===== config.mk =====
export PLATFORM = sky130hd
export DESIGN_NAME = ps2_key_event_fifo
export DESIGN_NICKNAME = d
export VERILOG_FILES = /design/src/rtl/ps2_key_event_fifo.sv
export SDC_FILE = /design/constraint.sdc
export NUM_CORES = 1
export LEC_CHECK = 0
export BUFFER_PORTS_ARGS = -buffer_cell sky130_fd_sc_hd__clkbuf_2
export CAP_MARGIN = 5
export CORE_ASPECT_RATIO = 0.9
export CORE_MARGIN = 5
export CORE_UTILIZATION = 35
export DETAILED_ROUTE_END_ITERATION = 10
export PLACE_DENSITY = 0.48
export SKIP_CTS_REPAIR_TIMING = 1
export SYNTH_ARGS = -nofsm -noshare
export SYNTH_HDL_FRONTEND = slang
export SYNTH_SLANG_ARGS = --single-unit

===== constraint.sdc =====
create_clock -name i_clk -period 2.85 [get_ports i_clk]
set_input_delay 0.7125 -clock i_clk [delete_from_list [all_inputs] [get_ports i_clk]]
set_output_delay 0.7125 -clock i_clk [all_outputs]
set_load 0.02 [all_outputs]

===== src/rtl/ps2_key_event_fifo.sv =====
// PS/2 keyboard receiver, E0/F0 prefix decoder, modifier tracking and FWFT event FIFO on one clock.
// Optional auto-repeat suppression is enabled by defining PS2_TYPEMATIC_FILTER_EN.
module ps2_key_event_fifo #(
  parameter int DEPTH          = 16,
  parameter int SYNC_STAGES    = 3,
  parameter int TIMEOUT_CYCLES = 50000
) (
  input  logic                       i_clk,
  input  logic                       i_clrn,
  input  logic                       i_ps2_clk,
  input  logic                       i_ps2_data,
  input  logic                       i_rd_en,
  input  logic                       i_ovf_clr,
  output logic [9:0]                 o_ev_data,
  output logic                       o_empty,
  output logic                       o_full,
  output logic [$clog2(DEPTH):0]     o_level,
  output logic                       o_overflow,
  output logic                       o_frame_err,
  output logic [3:0]                 o_mod_flags
);

  localparam int AW = $clog2(DEPTH);
  localparam int CW = AW + 1;
  localparam int TW = $clog2(TIMEOUT_CYCLES + 1);
  localparam logic [CW-1:0] DEPTH_C   = CW'(DEPTH);
  localparam logic [TW-1:0] TO_LOAD_C = TW'(TIMEOUT_CYCLES - 1);

  // state   | meaning
  // IDLE    | no prefix pending
  // EXT     | E0 received
  // BRK     | F0 received
  // EXTBRK  | E0 F0 received
  typedef enum logic [1:0] {ST_IDLE, ST_EXT, ST_BRK, ST_EXTBRK} dec_state_t;

  logic [SYNC_STAGES-1:0] r_clk_sync, r_data_sync;
  logic [3:0]             r_bit_cnt;
  logic [10:0]            r_shift;
  logic [TW-1:0]          r_to_cnt;
  logic                   r_byte_vld;
  logic [7:0]             r_byte;
  logic                   r_frame_err;

  logic                   w_fall, w_data_bit, w_last_bit, w_frame_ok, w_timeout;
  logic [10:0]            w_frame;

  assign w_fall     = r_clk_sync[SYNC_STAGES-1] & ~r_clk_sync[SYNC_STAGES-2];
  assign w_data_bit = r_data_sync[SYNC_STAGES-1];
  assign w_frame    = {w_data_bit, r_shift[10:1]};
  assign w_last_bit = w_fall && (r_bit_cnt == 4'd10);
  assign w_frame_ok = !w_frame[0] && w_frame[10] && (^w_frame[9:1]);
  assign w_timeout  = !w_fall && (r_bit_cnt != 4'd0) && (r_to_cnt == '0);

  always_ff @(posedge i_clk or negedge i_clrn) begin
    if (!i_clrn) begin
      r_clk_sync  <= '1;
      r_data_sync <= '1;
      r_bit_cnt   <= '0;
      r_shift     <= '0;
      r_to_cnt    <= '0;
      r_byte_vld  <= 1'b0;
      r_byte      <= '0;
      r_frame_err <= 1'b0;
    end else begin
      r_clk_sync  <= {r_clk_sync[SYNC_STAGES-2:0], i_ps2_clk};
      r_data_sync <= {r_data_sync[SYNC_STAGES-2:0], i_ps2_data};
      r_byte_vld  <= 1'b0;
      r_frame_err <= 1'b0;
      if (w_fall) begin
        r_shift  <= w_frame;
        r_to_cnt <= TO_LOAD_C;
        if (w_last_bit) begin
          r_bit_cnt <= '0;
          if (w_frame_ok) begin
            r_byte_vld <= 1'b1;
            r_byte     <= w_frame[8:1];
          end else begin
            r_frame_err <= 1'b1;
          end
        end else begin
          r_bit_cnt <= r_bit_cnt + 4'd1;
        end
      end else if (w_timeout) begin
        r_bit_cnt   <= '0;
        r_frame_err <= 1'b1;
      end else if (r_bit_cnt != 4'd0) begin
        r_to_cnt <= r_to_cnt - TW'(1);
      end
    end
  end

  assign o_frame_err = r_frame_err;

  dec_state_t r_state, w_state_nxt;
  logic       w_emit, w_brk, w_ext, w_drop, w_emit_ok, w_discard;
  logic       r_push;
  logic [9:0] r_push_data;
  logic [3:0] r_mods;

  assign w_discard = (r_byte == 8'hE1) || (r_byte == 8'h00) || (r_byte == 8'hFF) ||
                     (r_byte == 8'hAA) || (r_byte == 8'hFA) || (r_byte == 8'hEE) ||
                     (r_byte == 8'hFC);

  always_comb begin
    w_state_nxt = r_state;
    w_emit      = 1'b0;
    w_brk       = 1'b0;
    w_ext       = 1'b0;
    if (r_byte_vld) begin
      if (w_discard) begin
        w_state_nxt = ST_IDLE;
      end else begin
        case (r_state)
          ST_IDLE: begin
            if (r_byte == 8'hE0)      w_state_nxt = ST_EXT;
            else if (r_byte == 8'hF0) w_state_nxt = ST_BRK;
            else                      w_emit = 1'b1;
          end
          ST_EXT: begin
            if (r_byte == 8'hF0) begin
              w_state_nxt = ST_EXTBRK;
            end else begin
              w_emit      = 1'b1;
              w_ext       = 1'b1;
              w_state_nxt = ST_IDLE;
            end
          end
          ST_BRK: begin
            w_emit      = 1'b1;
            w_brk       = 1'b1;
            w_state_nxt = ST_IDLE;
          end
          default: begin
            w_emit      = 1'b1;
            w_brk       = 1'b1;
            w_ext       = 1'b1;
            w_state_nxt = ST_IDLE;
          end
        endcase
      end
    end
  end

`ifdef PS2_TYPEMATIC_FILTER_EN
  logic       r_last_vld;
  logic [8:0] r_last_key;

  assign w_drop = w_emit && !w_brk && r_last_vld && (r_last_key == {w_ext, r_byte});

  always_ff @(posedge i_clk or negedge i_clrn) begin
    if (!i_clrn) begin
      r_last_vld <= 1'b0;
      r_last_key <= '0;
    end else if (w_emit) begin
      if (!w_brk) begin
        r_last_vld <= 1'b1;
        r_last_key <= {w_ext, r_byte};
      end else if (r_last_key == {w_ext, r_byte}) begin
        r_last_vld <= 1'b0;
      end
    end
  end
`else
  assign w_drop = 1'b0;
`endif

  assign w_emit_ok = w_emit && !w_drop;

  always_ff @(posedge i_clk or negedge i_clrn) begin
    if (!i_clrn) begin
      r_state     <= ST_IDLE;
      r_push      <= 1'b0;
      r_push_data <= '0;
      r_mods      <= '0;
    end else begin
      r_state     <= w_state_nxt;
      r_push      <= w_emit_ok;
      r_push_data <= {w_brk, w_ext, r_byte};
      if (w_emit_ok) begin
        if (r_byte == 8'h12 || r_byte == 8'h59) r_mods[0] <= !w_brk;
        if (r_byte == 8'h14)                    r_mods[1] <= !w_brk;
        if (r_byte == 8'h11)                    r_mods[2] <= !w_brk;
        if (r_byte == 8'h58 && !w_brk && !w_ext) r_mods[3] <= !r_mods[3];
      end
    end
  end

  assign o_mod_flags = r_mods;

  logic [9:0]    r_mem [DEPTH];
  logic [AW-1:0] r_wptr, r_rptr;
  logic [CW-1:0] r_count;
  logic          r_ovf;
  logic          w_full, w_empty, w_pop, w_push_ok;

  assign w_empty   = (r_count == '0);
  assign w_full    = (r_count == DEPTH_C);
  assign w_pop     = i_rd_en && !w_empty;
  // A push into a full FIFO only fits when the head leaves in the same cycle.
  assign w_push_ok = r_push && (!w_full || w_pop);

  always_ff @(posedge i_clk) begin
    if (w_push_ok) r_mem[r_wptr] <= r_push_data;
  end

  always_ff @(posedge i_clk or negedge i_clrn) begin
    if (!i_clrn) begin
      r_wptr  <= '0;
      r_rptr  <= '0;
      r_count <= '0;
      r_ovf   <= 1'b0;
    end else begin
      if (w_push_ok) r_wptr <= r_wptr + AW'(1);
      if (w_pop)     r_rptr <= r_rptr + AW'(1);
      case ({w_push_ok, w_pop})
        2'b10:   r_count <= r_count + CW'(1);
        2'b01:   r_count <= r_count - CW'(1);
        default: r_count <= r_count;
      endcase
      if (r_push && !w_push_ok) r_ovf <= 1'b1;
      else if (i_ovf_clr)       r_ovf <= 1'b0;
    end
  end

  assign o_ev_data  = r_mem[r_rptr];
  assign o_empty    = w_empty;
  assign o_full     = w_full;
  assign o_level    = r_count;
  assign o_overflow = r_ovf;

endmodule


==> reports/results.ini, run 1 <==
[logic_synthesis]
async_reset_ff_share_pct=32.5
synth_edf_count=160
syn_inst=575
syn_avg_cell_area_sq_um=16.9
ys_seq_area_share_pct=69.5
synth_area_sq_um=9700
synth-main-ff-cell=edfxtp_1
syn_nets=594
ys_types=54
yosysWarnings=0
synth-seq-cells=237

[timing]
rsz0062_at_grt=yes
setup_ws_ps=-287
tns_ps=-2520
max_freq_mhz=319
hold_viol_final=0
slew_headroom_pct=51.0
fin_crit_ps=3140
final_max_slew_viol_count=0
min_period_over_period_pct=110
worst_slew_pin_slew_ps=728
setup_viol_count_final=10
skew_ps=32.1

[route]
ant_nets=0
wl_per_cell_um=20.6
drtIter0Drc=401
vias=5165
routed_wl_um=21100
drc=0
drt_first_pass_iters=4
vias_per_cell=5.04

[floorplanning]
io-pin-count=29
die_area_sq_um=31100
fp.dieH_um=168
fp.coreArea_sq_um=27200
die_x_um=185
std_cell_rows=57
initial_core_util_pct=35.7

[status]
status=complete, but fails checks
violations=setup timing

[setup_path]
end_kind=primary output
path_class=flop to primary output
crit_chain=buf_12 -> buf_16 -> mux4_2 -> mux4_2 -> buf_2
critPathBufInv=3
crit_top_cell=mux4_2
critPathLaunchType=flop
cp_num_cells=5
slowest_delay_ps=530
critPathMaxFanout=10
worst-r2r-cell-count=9
arrival_ps=2420
slowest_stage=mux4_2
crit_required_ps=2140
crit_family=multiplexers

[clock_tree]
clk_path_buf_depth=3
clk_pin_slew_ps=60
cts-buffers-inserted=26
h-tree-depth=1
cts_tree=done
cts.sink_count=237
clock_latency_ps=540
root_buffer=clkbuf_16

[place]
dp_slack_ps=96.0
place_inst=967
hpwl_um=12900
gp_congestion=0.784
port_buffers=28

[layout]
diodes=0
area_growth_pct=19.7
stdcell_count=1025
final_layout_size_suffix_gt1_share_pct=28.0
fin_nets=670

[run]
cap_violations=0

[global_routing]
grt_pass1_wl_um=32800
grt.overflow.total=0
antenna_found_initial=0
grt_pass1_vias=5402
grt_start_max_net_pins=48
grt.total_usage_pct=13.7

[worst_hold_path]
hp-class=primary input to asynchronous set/reset pin

[power_and_ir_drop]
powerDensity_nw_per_um2=846
ir_drop_uv=452
p_leak_uw=0.00420

[cells in the final DEF, fill, tap and decap left out, types with 5 or more instances in the layout]
master and count:
clkbuf_16 30, nor2b_1 7, clkbuf_2 17, and2_1 17
dfrtp_1 68, xor2_1 9, mux4_2 50, a21oi_1 8
nor2_1 16, nand4_1 7, nand2_1 60, nor3_1 13
nor4_1 7, buf_4 30, mux2_2 13, nand3b_1 6
clkinv_1 5, bufinv_16 6, dfstp_2 6, edfxtp_1 160
buf_6 5, buf_2 6, inv_1 10, nand3_1 5
ha_1 12, o211ai_1 6, o21ai_0 6, xnor2_1 18
[cell families (layout without fill, tap and decap cells)]
| kind of cell | after synthesis | in the layout | share of synthesized area, % |
|---|---|---|---|
| AO/OA/AOI/OAI | 41 | 41 | 2.80 |
| multiplexers | 64 | 64 | 13.2 |
| XOR/XNOR | 28 | 28 | 2.67 |
| AND/OR/NAND/NOR | 163 | 163 | 8.87 |
| buffers and inverters | 29 | 125 | 1.17 |
| adder cells (fa/ha/maj) | 13 | 13 | 1.76 |
| flip-flops | 237 | 237 | 69.5 |
[sequential cells by signal (all words and copies together) (netlist names)]
register / flops
r_mem: 160
r_to_cnt: 16
r_push_data: 10
r_shift: 10
r_byte: 8
o_level: 5
o_mod_flags: 4
r_bit_cnt: 4
r_rptr: 4
r_wptr: 4
r_clk_sync: 3
r_data_sync: 3
r_state: 2
o_frame_err: 1
o_overflow: 1
r_byte_vld: 1
r_push: 1
[per-stage QoR]
step / hold slack (ps) / total power (uW) / utilization, % / instance area, sq um
floorplan: 345 / 5420 / - / 9700
global placement: 346 / 5950 / 38.6 / 10500
detailed placement: 349 / 6000 / 38.6 / 10500
CTS: 128 / 9640 / 42.0 / 11400
global route: 150 / 10300 / 42.7 / 11600
finish: 128 / 9830 / 42.7 / 11600
[final cells by class]
class	instances	area, sq um
clock buffers	29	662
clock inverters	19	270
fillers	2376	15600
inverters	10	37.5
multi-input cells	309	2850
flip-flops and latches	237	6740
well taps	354	443
repair buffers	67	604
[path summary, 6_finish.rpt]
kind                           startpoint              to  slack, ps
hold / removal                     i_clrn      o_level[3]        130
min in group i_clk             i_ps2_data  r_data_sync[0]        270
hold reg to reg            r_data_sync[0]  r_data_sync[1]        360
setup reg to reg               o_level[0]      o_level[4]        210
max in group asynchronous          i_clrn  r_data_sync[2]       2050
setup / recovery                r_rptr[0]    o_ev_data[0]       -290
[Yosys cell counts (10+ instances only)]
master	number	area, sq um
and2_1	17	106
mux4_2	50	1130
mux2_2	13	146
ha_1	12	150
xnor2_1	18	158
edfxtp_1	160	4800
clkbuf_1	14	52.6
nor3_1	13	65.1
inv_1	10	37.5
nor2_1	17	63.8
dfrtp_1	71	1780
nand2_1	60	225
[report_power, final]
group	total (uW)	internal, uW	switching, uW
registers	4060	3830	228
clock network	3600	2230	1370
logic	2160	1130	1030
[routing by layer]
metal,up-vias,track usage (%),wire length [um]
li1,2376,-,-
met1,2640,19.7,9350
met2,125,21.9,9970
met3,24,2.20,1450
met4,0,3.16,373
met5,-,0,0
No activity file was read; power rests on OpenSTA's default activity.
==> run 2: changes to the inputs <==
--- a/config.mk
+++ b/config.mk
@@ -12,7 +12,6 @@
 export CORE_UTILIZATION = 35
 export DETAILED_ROUTE_END_ITERATION = 10
 export PLACE_DENSITY = 0.48
-export SKIP_CTS_REPAIR_TIMING = 1
 export SYNTH_ARGS = -nofsm -noshare
 export SYNTH_HDL_FRONTEND = slang
 export SYNTH_SLANG_ARGS = --single-unit
==> run 2 against run 1 <==
The flow still finishes with violations (setup timing). Sequential cell count is the same. Wire length is essentially flat. Non-clock buffer count shrank 1. Clock power is essentially flat. Total power grew 0.23%. Clock skew shrank 9.2 ps. Via count is essentially flat. Critical path depth is the same. Setup slack gained 18 ps. Combinational power is essentially flat. Clock-buffer cell count is the same. Critical endpoint unchanged.
==> reports/results.ini, run 2 (synthesis gave the netlist of run 1 again) <==
[setup_path]
path_class=flop to primary output  ; unchanged
r2r_end=o_level[4]  ; unchanged
end_kind=primary output  ; unchanged
slowest_delay_ps=530  ; about the same
crit_chain=buf_12 -> buf_6 -> mux4_2 -> mux4_2 -> buf_6  ; was buf_12 -> buf_16 -> mux4_2 -> mux4_2 -> buf_2
critPathMaxFanout=5  ; was 10
r2r_setup_slack_ps=210  ; about the same
worst-r2r-cell-count=9  ; unchanged
r2r-start=o_level[0]  ; unchanged
critPathBufInv=3  ; unchanged
critPathLaunchType=flop  ; unchanged
crit_required_ps=2140  ; about the same
slowest_stage=mux4_2  ; unchanged
crit_family=multiplexers  ; unchanged
arrival_ps=2410  ; was 2420 ps

[power_and_ir_drop]
power_frac_clock_pct=36.5  ; was 36.7%
p_int_uw=7210  ; was 7190 uW
p_sw_share_pct=26.8  ; about the same
netSwitchingPower_uw=2640  ; was 2630 uW
powerDensity_nw_per_um2=847  ; was 846 nW/um^2
p_comb_share_pct=22.2  ; was 22.0%
seqPwrFrac_pct=41.3  ; about the same
p_leak_uw=0.00421  ; was 0.00420 uW
ir_drop_uv=376  ; was 452 uV

[timing]
max_freq_mhz=321  ; was 319 MHz
whs_ps=131  ; was 128 ps
slew_headroom_pct=50.5  ; was 51.0%
fin_crit_ps=3120  ; was 3140 ps
worst_slew_pin_slew_ps=735  ; was 728 ps
final_max_slew_viol_count=0  ; unchanged
hold_viol_final=0  ; unchanged
setup_ws_ps=-269  ; was -287 ps
setup_viol_count_final=10  ; unchanged
skew_ps=22.9  ; was 32.1 ps
min_period_over_period_pct=109  ; was 110%
rsz0062_at_grt=yes  ; unchanged
tns_ps=-2430  ; was -2520 ps

[worst_hold_path]
hp-class=primary input to asynchronous set/reset pin  ; unchanged

[clock_tree]
clk_path_buf_depth=3  ; unchanged
clk_pin_slew_ps=60  ; about the same
cts-buffers-inserted=26  ; unchanged
cts.sink_count=237  ; unchanged
cts_tree=done  ; unchanged
clock_latency_ps=540  ; about the same
root_buffer=clkbuf_16  ; unchanged
h-tree-depth=1  ; unchanged

[layout]
fillers=2378  ; was 2376
largest_reg_flops=160  ; unchanged
mostFrequentLayoutCell=edfxtp_1  ; unchanged
top_regs=r_mem: 160 flops, r_to_cnt: 16 flops  ; unchanged
final_layout_size_suffix_gt1_share_pct=27.9  ; was 28.0%
final_cell_mix=edfxtp_1 (160), dfrtp_1 (68), nand2_1 (60)  ; unchanged
finalInstanceArea_sq_um=11600  ; about the same
regMostFlops=r_mem  ; unchanged
fin_nets=669  ; was 670
diodes=0  ; unchanged
area_growth_pct=19.9  ; was 19.7%

[global_routing]
grt_pass1_wl_um=33100  ; was 32800 um
grt_pass1_vias=5412  ; was 5402
antenna_found_initial=0  ; unchanged
grt.overflow.total=0  ; unchanged
grt_start_max_net_pins=48  ; unchanged
grt.total_usage_pct=13.8  ; was 13.7%

[route]
drc=0  ; unchanged
drtIter0Drc=411  ; was 401
wl_per_cell_um=20.6  ; about the same
ant_nets=0  ; unchanged
drt_first_pass_iters=4  ; unchanged
vias=5160  ; was 5165
vias_per_cell=5.04  ; about the same
routed_wl_um=21100  ; about the same

[status]
status=complete, but fails checks  ; unchanged
violations=setup timing  ; unchanged

[place]
hpwl_um=12900  ; unchanged
placed_cell_area_sq_um=10500  ; unchanged
gp_congestion=0.784  ; unchanged
port_buffers=28  ; unchanged

[floorplanning]
fp.coreArea_sq_um=27200  ; unchanged
die_x_um=185  ; unchanged
initial_core_util_pct=35.7  ; unchanged
fp.dieH_um=168  ; unchanged
std_cell_rows=57  ; unchanged
io-pin-count=29  ; unchanged
die_area_sq_um=31100  ; unchanged

[run]
cap_violations=0  ; unchanged

## run 2: cell types whose count changed in the layout (fill, tap and decap cells not counted), sizes merged
cell	delta
buf	+1
clkbuf	-2
## run 2: worst register-to-register path, delay by kind of cell (launching register included)
kind	cells	cell delay [ps]
AO/OA/AOI/OAI	4	720
adder cells (fa/ha/maj)	1	420
flip-flops	1	460
AND/OR/NAND/NOR	4	940
## run 2: per-layer routing
| layer | routed length (um) | GRT usage, % | vias to the layer above |
|---|---|---|---|
| li1 | - | - | 2372 |
| met1 | 9500 | 20.0 | 2636 |
| met2 | 10000 | 22.0 | 123 |
| met3 | 1110 | 2.20 | 29 |
| met4 | 489 | 3.16 | 0 |
| met5 | 0 | 0 | - |
## run 2: final cells by class
type | instances | area (sq um) | area share [%]
Sequential cell | 237 | 6740 | 58.0
Multi-Input combinational cell | 309 | 2850 | 24.5
Clock buffer | 29 | 662 | 5.69
Timing Repair Buffer | 66 | 623 | 5.36
Tap cell | 354 | 443 | 3.81
Clock inverter | 19 | 270 | 2.32
Inverter | 10 | 37.5 | 0.323
## run 2: repair_timing
| action | in CTS | in global routing |
|---|---|---|
| endpoints found under the setup margin | 10 | 11 |
| gates resized for setup | 4 | 27 |
| pin swaps | 0 | 0 |
| hold buffers | 0 | 0 |
| buffers inserted | 5 | 0 |
| gates cloned | 2 | 2 |
## run 2: power groups by stage
stage,combinational (uW),clock (uW),sequential [uW]
after floorplan,1330,0,4100
after global placement,1820,0,4140
after detailed placement,1860,0,4150
after CTS,2080,3690,4070
after global routing,2370,3860,4100
final,2180,3600,4070
## run 2: worst max-delay path by stage
stage,start,to,slack [ps],depth (start not counted)
after floorplan,r_rptr[0],o_ev_data[0],200,4
after global placement,o_level[0],o_level[4],190,9
after detailed placement,o_level[0],o_level[4],100,9
after CTS,r_rptr[0],o_ev_data[0],-310,5
after global routing,r_rptr[0],o_ev_data[3],-340,5
final,r_rptr[0],o_ev_data[0],-270,5
## run 2: metrics by stage
stage               worst slack [ps]  utilization (%)  cells  total power [uW]
floorplan                        197                -    575              5420
global placement                 193             38.6    967              5950
detailed placement              96.0             38.6    967              6000
CTS                             -306             42.4   1022              9830
global route                    -336             42.8   1024             10300
finish                          -269             42.8   1024              9850
==> run 3: changes to the inputs <==
--- a/config.mk
+++ b/config.mk
@@ -11,7 +11,7 @@
 export CORE_MARGIN = 5
 export CORE_UTILIZATION = 35
 export DETAILED_ROUTE_END_ITERATION = 10
-export PLACE_DENSITY = 0.48
+export PLACE_DENSITY = 0.59
 export SYNTH_ARGS = -nofsm -noshare
 export SYNTH_HDL_FRONTEND = slang
 export SYNTH_SLANG_ARGS = --single-unit
==> run 3 against run 2 <==
Sequential share of layout area up 1.7 points. Die area unchanged. Critical endpoint is now o_ev_data[5]. The run still ends with setup timing left. Via count down 2.2%. Setup slack better by 25 ps. Design area down 2.9%. Worst hold slack better by 140 ps. First-iteration DRC count down 25%. Global-route usage down 1.4 points. Clock-buffer cell count up 4.
==> reports/results.ini, run 3 (synthesis gave the netlist of run 1 again) <==
[status]
status=complete, but fails checks  ; unchanged
violations=setup timing  ; unchanged

[setup_path]
critPathBufInv=3  ; unchanged
crit_family=multiplexers  ; unchanged
crit_top_cell=mux4_2
crit_required_ps=2140  ; about the same
r2r_end=o_level[4]  ; unchanged
slowest_stage=mux4_2  ; unchanged
crit_chain=buf_6 -> clkbuf_16 -> mux4_2 -> mux4_2 -> buf_2  ; was buf_12 -> buf_6 -> mux4_2 -> mux4_2 -> buf_6
slowest_delay_ps=500  ; was 530 ps
critPathLaunchType=flop  ; unchanged
arrival_ps=2380  ; was 2410 ps
path_class=flop to primary output  ; unchanged
r2r-start=o_level[0]  ; unchanged
critPathMaxFanout=6  ; was 5
end_kind=primary output  ; unchanged
worst-r2r-cell-count=9  ; unchanged
r2r_setup_slack_ps=220  ; was 210 ps

[layout]
area_growth_pct=16.5  ; was 19.9%
final_cell_mix=edfxtp_1 (160), dfrtp_1 (70), nand2_1 (60)  ; was edfxtp_1 (160), dfrtp_1 (68), nand2_1 (60)
fin_nets=647  ; was 669
mostFrequentLayoutCell=edfxtp_1  ; unchanged
largest_reg_flops=160  ; unchanged
regMostFlops=r_mem  ; unchanged
final_layout_size_suffix_gt1_share_pct=25.0  ; was 27.9%
top_regs=r_mem: 160 flops, r_to_cnt: 16 flops  ; unchanged
diodes=0  ; unchanged
fillers=2388  ; was 2378

[timing]
setup_viol_count_final=10  ; unchanged
rsz0062_at_grt=yes  ; unchanged
whs_ps=269  ; was 131 ps
skew_ps=14.9  ; was 22.9 ps
worst_slew_pin_slew_ps=797  ; was 735 ps
final_max_slew_viol_count=0  ; unchanged
max_freq_mhz=323  ; was 321 MHz
fin_crit_ps=3090  ; was 3120 ps
hold_viol_final=0  ; unchanged
setup_ws_ps=-244  ; was -269 ps
slew_headroom_pct=46.9  ; was 50.5%
min_period_over_period_pct=109  ; about the same

[floorplanning]
die_area_sq_um=31100  ; unchanged
initial_core_util_pct=35.7  ; unchanged
fp.dieH_um=168  ; unchanged
std_cell_rows=57  ; unchanged
die_x_um=185  ; unchanged
fp.coreArea_sq_um=27200  ; unchanged
io-pin-count=29  ; unchanged

[power_and_ir_drop]
p_leak_uw=0.00403  ; was 0.00421 uW
finalPower_uw=9330  ; was 9850 uW
p_int_uw=6760  ; was 7210 uW
power_frac_clock_pct=34.4  ; was 36.5%
seqPwrFrac_pct=43.7  ; was 41.3%
p_sw_share_pct=27.5  ; was 26.8%
ir_drop_uv=456  ; was 376 uV
netSwitchingPower_uw=2570  ; was 2640 uW
powerDensity_nw_per_um2=826  ; was 847 nW/um^2
p_comb_share_pct=21.8  ; was 22.2%

[route]
vias_per_cell=5.04  ; about the same
drt_first_pass_iters=5  ; was 4
vias=5045  ; was 5160
ant_nets=0  ; unchanged
drc=0  ; unchanged
routed_wl_um=19400  ; was 21100 um
wl_per_cell_um=19.3  ; was 20.6 um
drtIter0Drc=308  ; was 411

[global_routing]
top_usage_layer=met2  ; unchanged
grt_pass1_wl_um=30300  ; was 33100 um
grt_use_met1_pct=17.1  ; was 20.0%
met2_usage_pct=20.8  ; was 22.0%
grt.total_usage_pct=12.4  ; was 13.8%
grt_start_max_net_pins=60  ; was 48
grt_pass1_vias=5291  ; was 5412
antenna_found_initial=0  ; unchanged
grtUsageMet3_pct=2.29  ; was 2.20%
grt.overflow.total=0  ; unchanged

[place]
hpwl_um=11800  ; was 12900 um
port_buffers=28  ; unchanged
gp_congestion=0.784  ; about the same
dp_slack_ps=166  ; was 96.0 ps

[clock_tree]
cts.sink_count=237  ; unchanged
cts-buffers-inserted=25  ; was 26
clk_path_buf_depth=3  ; unchanged
cts_tree=done  ; unchanged
clk_pin_slew_ps=60  ; about the same
clock_latency_ps=530  ; was 540 ps
holdBufCountCts=0  ; unchanged
h-tree-depth=1  ; unchanged
root_buffer=clkbuf_16  ; unchanged

[run]
cap_violations=0  ; unchanged

[worst_hold_path]
hp-class=primary input to asynchronous set/reset pin  ; unchanged

## run 3: changes by cell type in the layout (fill, tap and decap cells not counted), moves of 3 or more
cell | previous run | this run
buf_4 | 31 | 10
bufinv_16 | 6 | 2
clkinv_2 | 1 | 5
clkinv_1 | 5 | 2
clkbuf_8 | 0 | 3
## run 3: timing repair
item,CTS,global route
pin swaps,0,0
resized for setup,2,20
buffers inserted,4,0
gates cloned,1,2
setup endpoints to repair,10,11
## run 3: metal layers
layer / up-vias / share of wire [%]
li1: 2331 / -
met1: 2577 / 44
met2: 114 / 50
met3: 23 / 4.2
met4: 0 / 1.5
met5: - / 0
## run 3: final cells by class
type / count / area [sq um] / area share, %
clock inverters: 13 / 136 / 1.21
multi-input cells: 309 / 2850 / 25.2
inverters: 10 / 37.5 / 0.332
flip-flops and latches: 237 / 6740 / 59.7
clock buffers: 33 / 686 / 6.07
well taps: 354 / 443 / 3.92
repair buffers: 45 / 402 / 3.56
## run 3: how the worst max path moves through the flow
stage	depth (start not counted)	end	slack (ps)	from
finish	5	o_ev_data[5]	-240	r_rptr[0]
global route	4	o_ev_data[5]	-310	r_rptr[0]
CTS	5	o_ev_data[5]	-290	r_rptr[0]
detailed placement	9	o_level[4]	170	o_level[0]
global placement	9	o_level[4]	270	o_level[0]
floorplan	4	o_ev_data[0]	200	r_rptr[0]
## run 3: metrics by stage
step	setup TNS, ps	std cells	area [sq um]	utilization [%]
floorplan	0	575	9700	-
detailed placement	0	948	10300	38.0
global placement	0	948	10300	38.0
finish	-2200	1001	11300	41.6
CTS	-2680	999	11200	41.2
global route	-2950	1001	11300	41.6
## run 3: power groups by stage
| stage | sequential [uW] | combinational [uW] | clock (uW) |
|---|---|---|---|
| floorplan | 4100 | 1330 | 0 |
| global placement | 4130 | 1790 | 0 |
| detailed placement | 4150 | 1820 | 0 |
| CTS | 4080 | 1940 | 3290 |
| global route | 4110 | 2210 | 3430 |
| finish | 4080 | 2040 | 3210 |
